[config.mk]
export PLATFORM = sky130hd
export DESIGN_NAME = wb_arbiter
export DESIGN_NICKNAME = d
export VERILOG_FILES = /design/src/rtl/wb_arbiter_pkg.sv /design/src/rtl/wb_arbiter.sv
export SDC_FILE = /design/constraint.sdc
export NUM_CORES = 1
export LEC_CHECK = 0
export CORE_AREA = 10 10 82 84
export DETAILED_ROUTE_END_ITERATION = 16
export DIE_AREA = 0 0 92 94
export PLACE_DENSITY = 0.8
export SKIP_LAST_GASP = 1
export SYNTH_ARGS = -nofsm -noshare
export SYNTH_HDL_FRONTEND = slang
export SYNTH_SLANG_ARGS = --single-unit
[constraint.sdc]
create_clock -name clk_i -period 3.19 [get_ports clk_i]
set_clock_uncertainty 0.1 [all_clocks]
set_input_delay 0.638 -clock clk_i [delete_from_list [all_inputs] [get_ports clk_i]]
set_output_delay 0.638 -clock clk_i [all_outputs]
set_load 0.05 [all_outputs]
[src/rtl/wb_arbiter_pkg.sv]
// Shared types for the two-master WISHBONE arbiter: grant-state encoding,
// the outstanding-request ceiling and the idle grant-selection rule.
package wb_arbiter_pkg;

    typedef enum logic [1:0] {
        IDLE = 2'd0,
        GNT0 = 2'd1,
        GNT1 = 2'd2
    } state_e;

    // Outstanding-request counter is 3 bits; it blocks at this value instead of wrapping.
    localparam logic [2:0] OUT_MAX = 3'd7;

    // Grant choice from the idle rules: a lone requester wins. When both request,
    // the master that was not served last wins.
    function automatic state_e pick_grant(input logic c0, input logic c1, input logic last);
        state_e g;
        if (c0 && c1) begin
            g = last ? GNT0 : GNT1;
        end else if (c0) begin
            g = GNT0;
        end else if (c1) begin
            g = GNT1;
        end else begin
            g = IDLE;
        end
        return g;
    endfunction

endpackage

[src/rtl/wb_arbiter.sv]
// Two-master pipelined WISHBONE arbiter. Master 0 (FETCH, read-only) and
// master 1 (MEMORY, read/write) share one slave port. The granted master is
// wired straight through to the slave, so no latency is added. A grant ends
// when its master drops cyc. It also ends when the master has had MAX_BURST
// accepts while the other master waited and its outstanding requests have drained.
//
// Handshake (all three ports, pipelined WISHBONE): a request transfers at the
// rising edge where cyc & stb & ~stall is true; the slave returns exactly one
// ack per transferred request, in order, while cyc is held; dropping cyc
// aborts the cycle and any later ack is ignored.
module wb_arbiter
    import wb_arbiter_pkg::*;
#(
    parameter int AW        = 16,
    parameter int DW        = 16,
    parameter int MAX_BURST = 8
) (
    input  logic          clk_i,
    input  logic          rst_ni,

    input  logic          m0_cyc_i,
    input  logic          m0_stb_i,
    input  logic [AW-1:0] m0_addr_i,
    output logic          m0_stall_o,
    output logic          m0_ack_o,
    output logic [DW-1:0] m0_data_o,

    input  logic          m1_cyc_i,
    input  logic          m1_stb_i,
    input  logic          m1_we_i,
    input  logic [AW-1:0] m1_addr_i,
    input  logic [DW-1:0] m1_data_i,
    output logic          m1_stall_o,
    output logic          m1_ack_o,
    output logic [DW-1:0] m1_data_o,

    output logic          s_cyc_o,
    output logic          s_stb_o,
    output logic          s_we_o,
    output logic [AW-1:0] s_addr_o,
    output logic [DW-1:0] s_data_o,
    input  logic          s_stall_i,
    input  logic          s_ack_i,
    input  logic [DW-1:0] s_data_i,

    // Observation of internal state for checkers and debug.
    output logic [1:0]    dbg_state_o,
    output logic [2:0]    dbg_out_cnt_o
);

    localparam int BW = $clog2(MAX_BURST + 1);
    localparam logic [BW-1:0] BURST_LIM = BW'(MAX_BURST);

    state_e        state_q, state_d;
    logic          last_q, last_d;
    logic [2:0]    out_cnt_q, out_cnt_d;
    logic [BW-1:0] burst_q, burst_d;
    logic          yield_q, yield_d;

    logic          gnt0, gnt1;
    logic          own_cyc, own_stb, other_cyc;
    logic          block;
    logic          accept, ack;
    logic [2:0]    cnt_step;
    logic [BW-1:0] burst_inc;
    state_e        other_gnt;

    assign gnt0 = (state_q == GNT0);
    assign gnt1 = (state_q == GNT1);

    // Request mux: the granted master's cyc/stb; the other master's cyc
    // decides whether it is being made to wait.
    always_comb begin
        own_cyc   = 1'b0;
        own_stb   = 1'b0;
        other_cyc = 1'b0;
        other_gnt = IDLE;
        if (gnt0) begin
            own_cyc   = m0_cyc_i;
            own_stb   = m0_stb_i;
            other_cyc = m1_cyc_i;
            other_gnt = GNT1;
        end else if (gnt1) begin
            own_cyc   = m1_cyc_i;
            own_stb   = m1_stb_i;
            other_cyc = m0_cyc_i;
            other_gnt = GNT0;
        end
    end

    // Stop new requests when yielding or when the outstanding count is at its ceiling.
    assign block = yield_q | (out_cnt_q == OUT_MAX);

    assign s_cyc_o  = own_cyc;
    assign s_stb_o  = own_cyc & own_stb & ~block;
    assign s_we_o   = gnt1 & m1_we_i;
    assign s_addr_o = gnt0 ? m0_addr_i : (gnt1 ? m1_addr_i : '0);
    assign s_data_o = gnt1 ? m1_data_i : '0;

    assign accept = s_stb_o & ~s_stall_i;
    assign ack    = s_ack_i & s_cyc_o;

    // Stall and ack go straight back to the granted master; the waiting
    // master (and both masters while idle) are held off with stall.
    assign m0_stall_o = gnt0 ? (s_stall_i | block) : 1'b1;
    assign m1_stall_o = gnt1 ? (s_stall_i | block) : 1'b1;
    assign m0_ack_o   = ack & gnt0;
    assign m1_ack_o   = ack & gnt1;
    assign m0_data_o  = s_data_i;
    assign m1_data_o  = s_data_i;

    assign dbg_state_o   = state_q;
    assign dbg_out_cnt_o = out_cnt_q;

    assign burst_inc = burst_q + 1'b1;

    // Outstanding count after this cycle's accept/ack. It cannot wrap: accept
    // is blocked at the ceiling, and a spurious ack at zero is ignored.
    always_comb begin
        cnt_step = out_cnt_q;
        if (accept && !ack) begin
            cnt_step = out_cnt_q + 3'd1;
        end else if (ack && !accept && (out_cnt_q != 3'd0)) begin
            cnt_step = out_cnt_q - 3'd1;
        end
    end

    // Grant FSM next state plus counter/yield bookkeeping.
    always_comb begin
        state_d   = state_q;
        last_d    = last_q;
        out_cnt_d = out_cnt_q;
        burst_d   = burst_q;
        yield_d   = yield_q;
        case (state_q)
            IDLE: begin
                state_d   = pick_grant(m0_cyc_i, m1_cyc_i, last_q);
                out_cnt_d = 3'd0;
                burst_d   = '0;
                yield_d   = 1'b0;
            end
            GNT0, GNT1: begin
                if (!own_cyc) begin
                    // Cycle ended or aborted: drop outstanding requests. The
                    // idle rules with last = this master leave a waiting
                    // master as the only candidate.
                    last_d    = gnt1;
                    out_cnt_d = 3'd0;
                    burst_d   = '0;
                    yield_d   = 1'b0;
                    state_d   = other_cyc ? other_gnt : IDLE;
                end else if (yield_q && other_cyc && (cnt_step == 3'd0)) begin
                    // Burst limit reached and everything drained: hand over
                    // directly. The current master keeps cyc and just sees stall.
                    last_d    = gnt1;
                    out_cnt_d = 3'd0;
                    burst_d   = '0;
                    yield_d   = 1'b0;
                    state_d   = other_gnt;
                end else begin
                    out_cnt_d = cnt_step;
                    if (!other_cyc) begin
                        // Nobody is waiting any more: burst limit no longer applies.
                        burst_d = '0;
                        yield_d = 1'b0;
                    end else if (accept) begin
                        burst_d = burst_inc;
                        if (burst_inc == BURST_LIM) begin
                            yield_d = 1'b1;
                        end
                    end
                end
            end
            default: begin
                state_d   = IDLE;
                out_cnt_d = 3'd0;
                burst_d   = '0;
                yield_d   = 1'b0;
            end
        endcase
    end

    // State and bookkeeping registers, cleared asynchronously.
    always_ff @(posedge clk_i or negedge rst_ni) begin
        if (!rst_ni) begin
            state_q   <= IDLE;
            last_q    <= 1'b0;
            out_cnt_q <= 3'd0;
            burst_q   <= '0;
            yield_q   <= 1'b0;
        end else begin
            state_q   <= state_d;
            last_q    <= last_d;
            out_cnt_q <= out_cnt_d;
            burst_q   <= burst_d;
            yield_q   <= yield_d;
        end
    end

endmodule

### Word level (Yosys, flattened, before mapping)

Cells that the tools add are included.

* magnitude comparators: 0
* bitwise gates (word level): 11
* reductions and logical operators: 14
* eq/ne operators: 8
* multiply operators: 0
* add/subtract/negate cells: 3
* shifts and indexed selects: 0
* divide/modulo/power cells: 0
* muxes and demuxes: 39

Operators with widths (count)
* $mux W16: 3
* $mux W4: 5
* $mux W1: 17
* $mux W2: 8
* $mux W3: 5
* $ne A5 B5 Y1 const B: 2
* $and A1 B1 Y1: 7
* $logic_and A1 B1 Y1: 6
* $add A4 B1 Y4 const B: 1
* $eq A4 B4 Y1 const B: 1
* $pmux W2 S2: 1
* $reduce_and A2 Y1: 2
* $add A3 B1 Y3 const B: 1
* $eq A3 B3 Y1 const B: 1
* $logic_not A3 Y1: 1
* $ne A3 B3 Y1 const B: 1
* $reduce_bool A3 Y1: 1
* $sub A3 B1 Y3 const B: 1
* $eq A2 B1 Y1 const B: 1
* $eq A2 B2 Y1 const B: 1
* $logic_not A1 Y1: 2
* $logic_not A2 Y1: 1
* $ne A2 B1 Y1 const B: 1
* $not A1 Y1: 2
* 2 further kinds: 3

* logic and storage cells: 80
* bits in registers: 11
* bits of input ports: 73
* latch bits: 0
* output and inout port bits: 76
* memory bits (read-only): 0
* memories: 0
* bits in writable memories: 0

### Longest topological paths before layout

* depth after elaboration: 16
* depth in mapped cells: 9
* gate-level depth less buffers: 9

### Worst setup path after synthesis

OpenSTA, ideal clock, no wires.

* kind: register -> output
* from: register state_q[1], in the netlist dbg_state_o[1]
* to: output port s_addr_o[10]
* path slack: -245 ps
* stages on the path, launching flop included: 6
* data arrival time: 2697 ps
* buffers on the path: 2
* required time: 2452 ps
* cells stage by stage: dfrtp_1 > ha_1 > clkbuf_1 > clkbuf_1 > nand2_1 > o21ai_0

* cells in the longest elaborated chain, start to end: 3
* elaborated cells between the ends (all ways): 4
* classes of those cells: 2 x eq/ne; 2 x mux

Ends and longest elaborated chain
* start: declaration: RTL line wb_arbiter.sv:54 `state_e state_q, state_d;`
* start signal: assignment: RTL line wb_arbiter.sv:192 `state_q <= state_d;`
* $eq A2 B2 Y1: RTL line wb_arbiter.sv:69 `assign gnt1 = (state_q == GNT1);`
* net gnt1: RTL line wb_arbiter.sv:60 `logic gnt0, gnt1;`
* $mux W16 (2 in a row): RTL line wb_arbiter.sv:97 `assign s_addr_o = gnt0 ? m0_addr_i : (gnt1 ? m1_addr_i : '0);`
* end: declaration: RTL line wb_arbiter.sv:40 `output logic [AW-1:0] s_addr_o,`

The timed path passes the listed nets, and every way through them passes these cells.

### Final worst setup path

* from: register state_q[0], in the netlist dbg_state_o[0]
* to: output port s_addr_o[3]

Same word-level chain as after synthesis.

==> metrics.md <==
| Metric | Value |
|---|---|
| # resized after CTS | `0` |
| Die boundary height | `~94 um` |
| Fraction of the cycle the final worst path needs | `around nine tenths` |
| Setup TNS after final layout | `0 ns` |
| Maximum fanout along the worst path | `31` |
| Master of the slowest instance on the critical path | `sky130_fd_sc_hd__dfrtp_1` |
| Clk sinks | `11` |
| Classification of the worst-slack hold path | `reg2reg` |
| Setup WS post-layout | `0.373 ns` |
| Number of hold-slack violations in the final timing report | `0` |
| Vias per std cell | `4.74` |
| Fmax | `355 MHz` |
| Via count | `1,649` |
| Chip width | `92 um` |
| Clk Tree Root Cell | `sky130_fd_sc_hd__clkbuf_8` |
| Placeable Area | `5070 um2` |
| Data required time of the critical path | `2.45 ns` |
| Worst hold slack after final layout | `approximately 0.49 ns` |
| Layout area overhead | `84.0%` |
| DP HPWL | `around 5000 um` |
| Final number of max-transition violations | `0` |
| Violation count after the first detailed-route iteration | `37` |
| Fraction of registers with async set/reset | `100%` |
| Detailed Route WL | `5730 um` |
| Post-synthesis instance area | `1500 um2` |
| Starting utilization of the core area | `29.5%` |
| Setup repair after global routing missed its margin | `false` |
| Sequential element share of the synthesized area | `between 10% and 20%` |
| Number of global-route vias before repair | `1,604` |
| Final Cell Area | `2760 um2` |
| Transition time at the pin with the least slew margin | `0.536 ns` |
| Post-synth top flop | `sky130_fd_sc_hd__dfrtp_1` |
| Dpl ws | `0.273 ns` |
| Number of nets in the layout | `approximately 360` |
| Synth unique cells | `40` |
| Max-capacitance violation count | `0` |
| Total leakage power | `1.12 nW` |
| Post-CTS Setup Bufs | `0` |
| Remaining global-route overflow | `0` |
| Standard cell area after detailed placement | `2710 um2` |
| Synthesized Nets | `293` |
| Crit-path max cell delay | `0.42 ns` |
| Worst Path Arrival | `2.08 ns` |
| Clock tree from TritonCTS | `yes` |
| Total of buffers placed on input and output ports | `100` |
| Number of antenna violations at the first check in global routing | `0` |
| Post-Syn Area per Cell | `around 7.1 um2` |
| Detailed-routing iteration count for the pre-antenna-repair pass | `4` |
| Ordered cell list for the critical path | `inv_1 > ha_1 > buf_4 > nand2_1 > o21ai_0 > buf_12` |
| Overall die area | `just under 9000 um2` |
| CTS Buffer Depth | `2` |
| Maximum level of the CTS H-tree | `1` |
| Total of flip-flops plus latches after synthesis | `11` |
| Outcome | `complete, no violations` |
| Number of buffers added by the clock tree synthesis step | `3` |
| Synth Instances | `211` |
| Rel. slew slack | `64.0%` |
| Number of antenna cells inserted | `0` |
| Drt drc | `0` |
| Clock latency at the later pin of the worst-skew pair | `0.23 ns` |
| Power per Cell Area | `701 nW/um2` |
| VDD IR-drop max | `0.426 mV` |
| Number of synthesized flops with an enable pin | `0` |
| Number of primary I/O pins | `149` |
| WS Path Type | `reg2out` |
| Fraction of final layout cells with drive strength greater than 1 | `18.7%` |
| Row Count | `26` |
| GPL Wtd Cong | `between 0.8 and 0.9` |
| Reg2reg setup slack | `between 0.4 and 0.5 ns` |
| Largest net degree at the start of global routing | `35` |
| Type of element capturing the critical path | `output pin` |
| Global Route Usage Sum | `12.5%` |
| Setup Viol. Count Final | `0` |
| Count of hold-fix buffers inserted at cts | `0` |
| Number of warning messages in the yosys log | `0` |
| Kind of launch point of the worst setup path | `register` |
| Antenna-violating nets left | `0` |
| Global-route wire length before repair | `8820 um` |
| Routed length per instance | `16.5 um` |
| Shortest period the worst path allows | `2.82 ns` |
| Clk pin slew, worst setup/hold paths | `0.05 ns` |
## final timing paths
kind,from,endpoint,cells after the start
max reg2reg,dbg_state_o[0],dbg_state_o[0],8
min reg2reg,dbg_state_o[1],dbg_state_o[1],1
min in group asynchronous,rst_ni,burst_q[1],1
max in group asynchronous,rst_ni,dbg_out_cnt_o[0],1
min,dbg_state_o[1],dbg_state_o[1],1
max,dbg_state_o[0],s_addr_o[3],6
## flip-flops by register name, indices dropped and copies added (netlist names)
signal         count
burst_q            4
dbg_out_cnt_o      3
dbg_state_o        2
last_q             1
yield_q            1
## cells in the mapped netlist (2+ instances only)
cell type / count / area share (%)
sky130_fd_sc_hd__a21o_1: 2 / 1.0
sky130_fd_sc_hd__a21oi_1: 2 / 0.67
sky130_fd_sc_hd__a31oi_1: 4 / 1.7
sky130_fd_sc_hd__and2_1: 22 / 9.2
sky130_fd_sc_hd__and3_1: 2 / 0.83
sky130_fd_sc_hd__buf_4: 32 / 16
sky130_fd_sc_hd__clkbuf_1: 8 / 2.0
sky130_fd_sc_hd__dfrtp_1: 11 / 18
sky130_fd_sc_hd__ha_1: 9 / 7.5
sky130_fd_sc_hd__inv_1: 7 / 1.8
sky130_fd_sc_hd__mux2_1: 2 / 1.5
sky130_fd_sc_hd__mux2i_1: 2 / 1.3
sky130_fd_sc_hd__nand2_1: 44 / 11
sky130_fd_sc_hd__nand3_1: 2 / 0.67
sky130_fd_sc_hd__nand4_1: 2 / 0.83
sky130_fd_sc_hd__nor2_1: 6 / 1.5
sky130_fd_sc_hd__nor3_1: 9 / 3.0
sky130_fd_sc_hd__o211ai_1: 2 / 1.0
sky130_fd_sc_hd__o21ai_0: 19 / 6.3
sky130_fd_sc_hd__xnor2_1: 3 / 1.8
sky130_fd_sc_hd__xor2_1: 2 / 1.2
## cells in the final DEF, fill, tap and decap left out, drive strengths merged, types with 3 or more instances in the layout
| cell type | n |
|---|---|
| nand2 | 44 |
| clkdlybuf4s50 | 61 |
| a31oi | 4 |
| ha | 9 |
| xnor2 | 3 |
| inv | 8 |
| nor2 | 6 |
| nor3 | 10 |
| o21ai | 20 |
| dfrtp | 11 |
| and2 | 23 |
| buf | 43 |
| clkbuf | 4 |
## kinds of logic after synthesis
logic type,count (synthesis),synth area share [%]
and+or+nand+nor,95,31.6
AOI/OAI and AO/OA,38,16.4
xor gates and xnor gates,5,2.92
DFF,11,18.4
adders and majority gates,9,7.51
muxes,4,2.84
buffers and inverters,49,20.4
## power breakdown
group | switching [mW] | internal, mW
Sequential | 0.0192 | 0.155
Combinational | 0.920 | 0.703
Clock | 0.0476 | 0.0873
Total | 0.987 | 0.946
## worst max-delay path: cells and delay by family, from the launching register on
family	cells	cell delay, ns
and+or+nand+nor	1	0.09
adders and majority gates	1	0.37
buffers and inverters	3	0.65
AOI/OAI and AO/OA	1	0.31
DFF	1	0.42
## metrics by stage
| stage | total power [mW] | utilization [%] | instances |
|---|---|---|---|
| 2_1_floorplan | 1.14 | - | 211 |
| 3_3_place_gp | 1.79 | 53.5 | 344 |
| 3_5_place_dp | 1.82 | 53.5 | 344 |
| 4_1_cts | 1.95 | 54.3 | 348 |
| 5_1_grt | 2.03 | 54.3 | 348 |
| 6_report | 1.93 | 54.3 | 348 |
## metal layers
layer,wire length [um],part of all wire [%],up-vias,global-route usage (%)
met5,0,0,-,0
li1,-,-,808,-
met2,3070,54,69,23.5
met1,2130,37,759,13.4
met3,401,7.0,13,3.28
met4,119,2.1,0,3.73
## cell type report
type,instances,area (um2)
clock buffers,4,45.0
repair buffers,104,1400
multi-input cells,151,923
inverters,8,30.0
flip-flops and latches,11,275
fillers,452,2320
well taps,70,87.6
(Power assumes the default switching activity.)
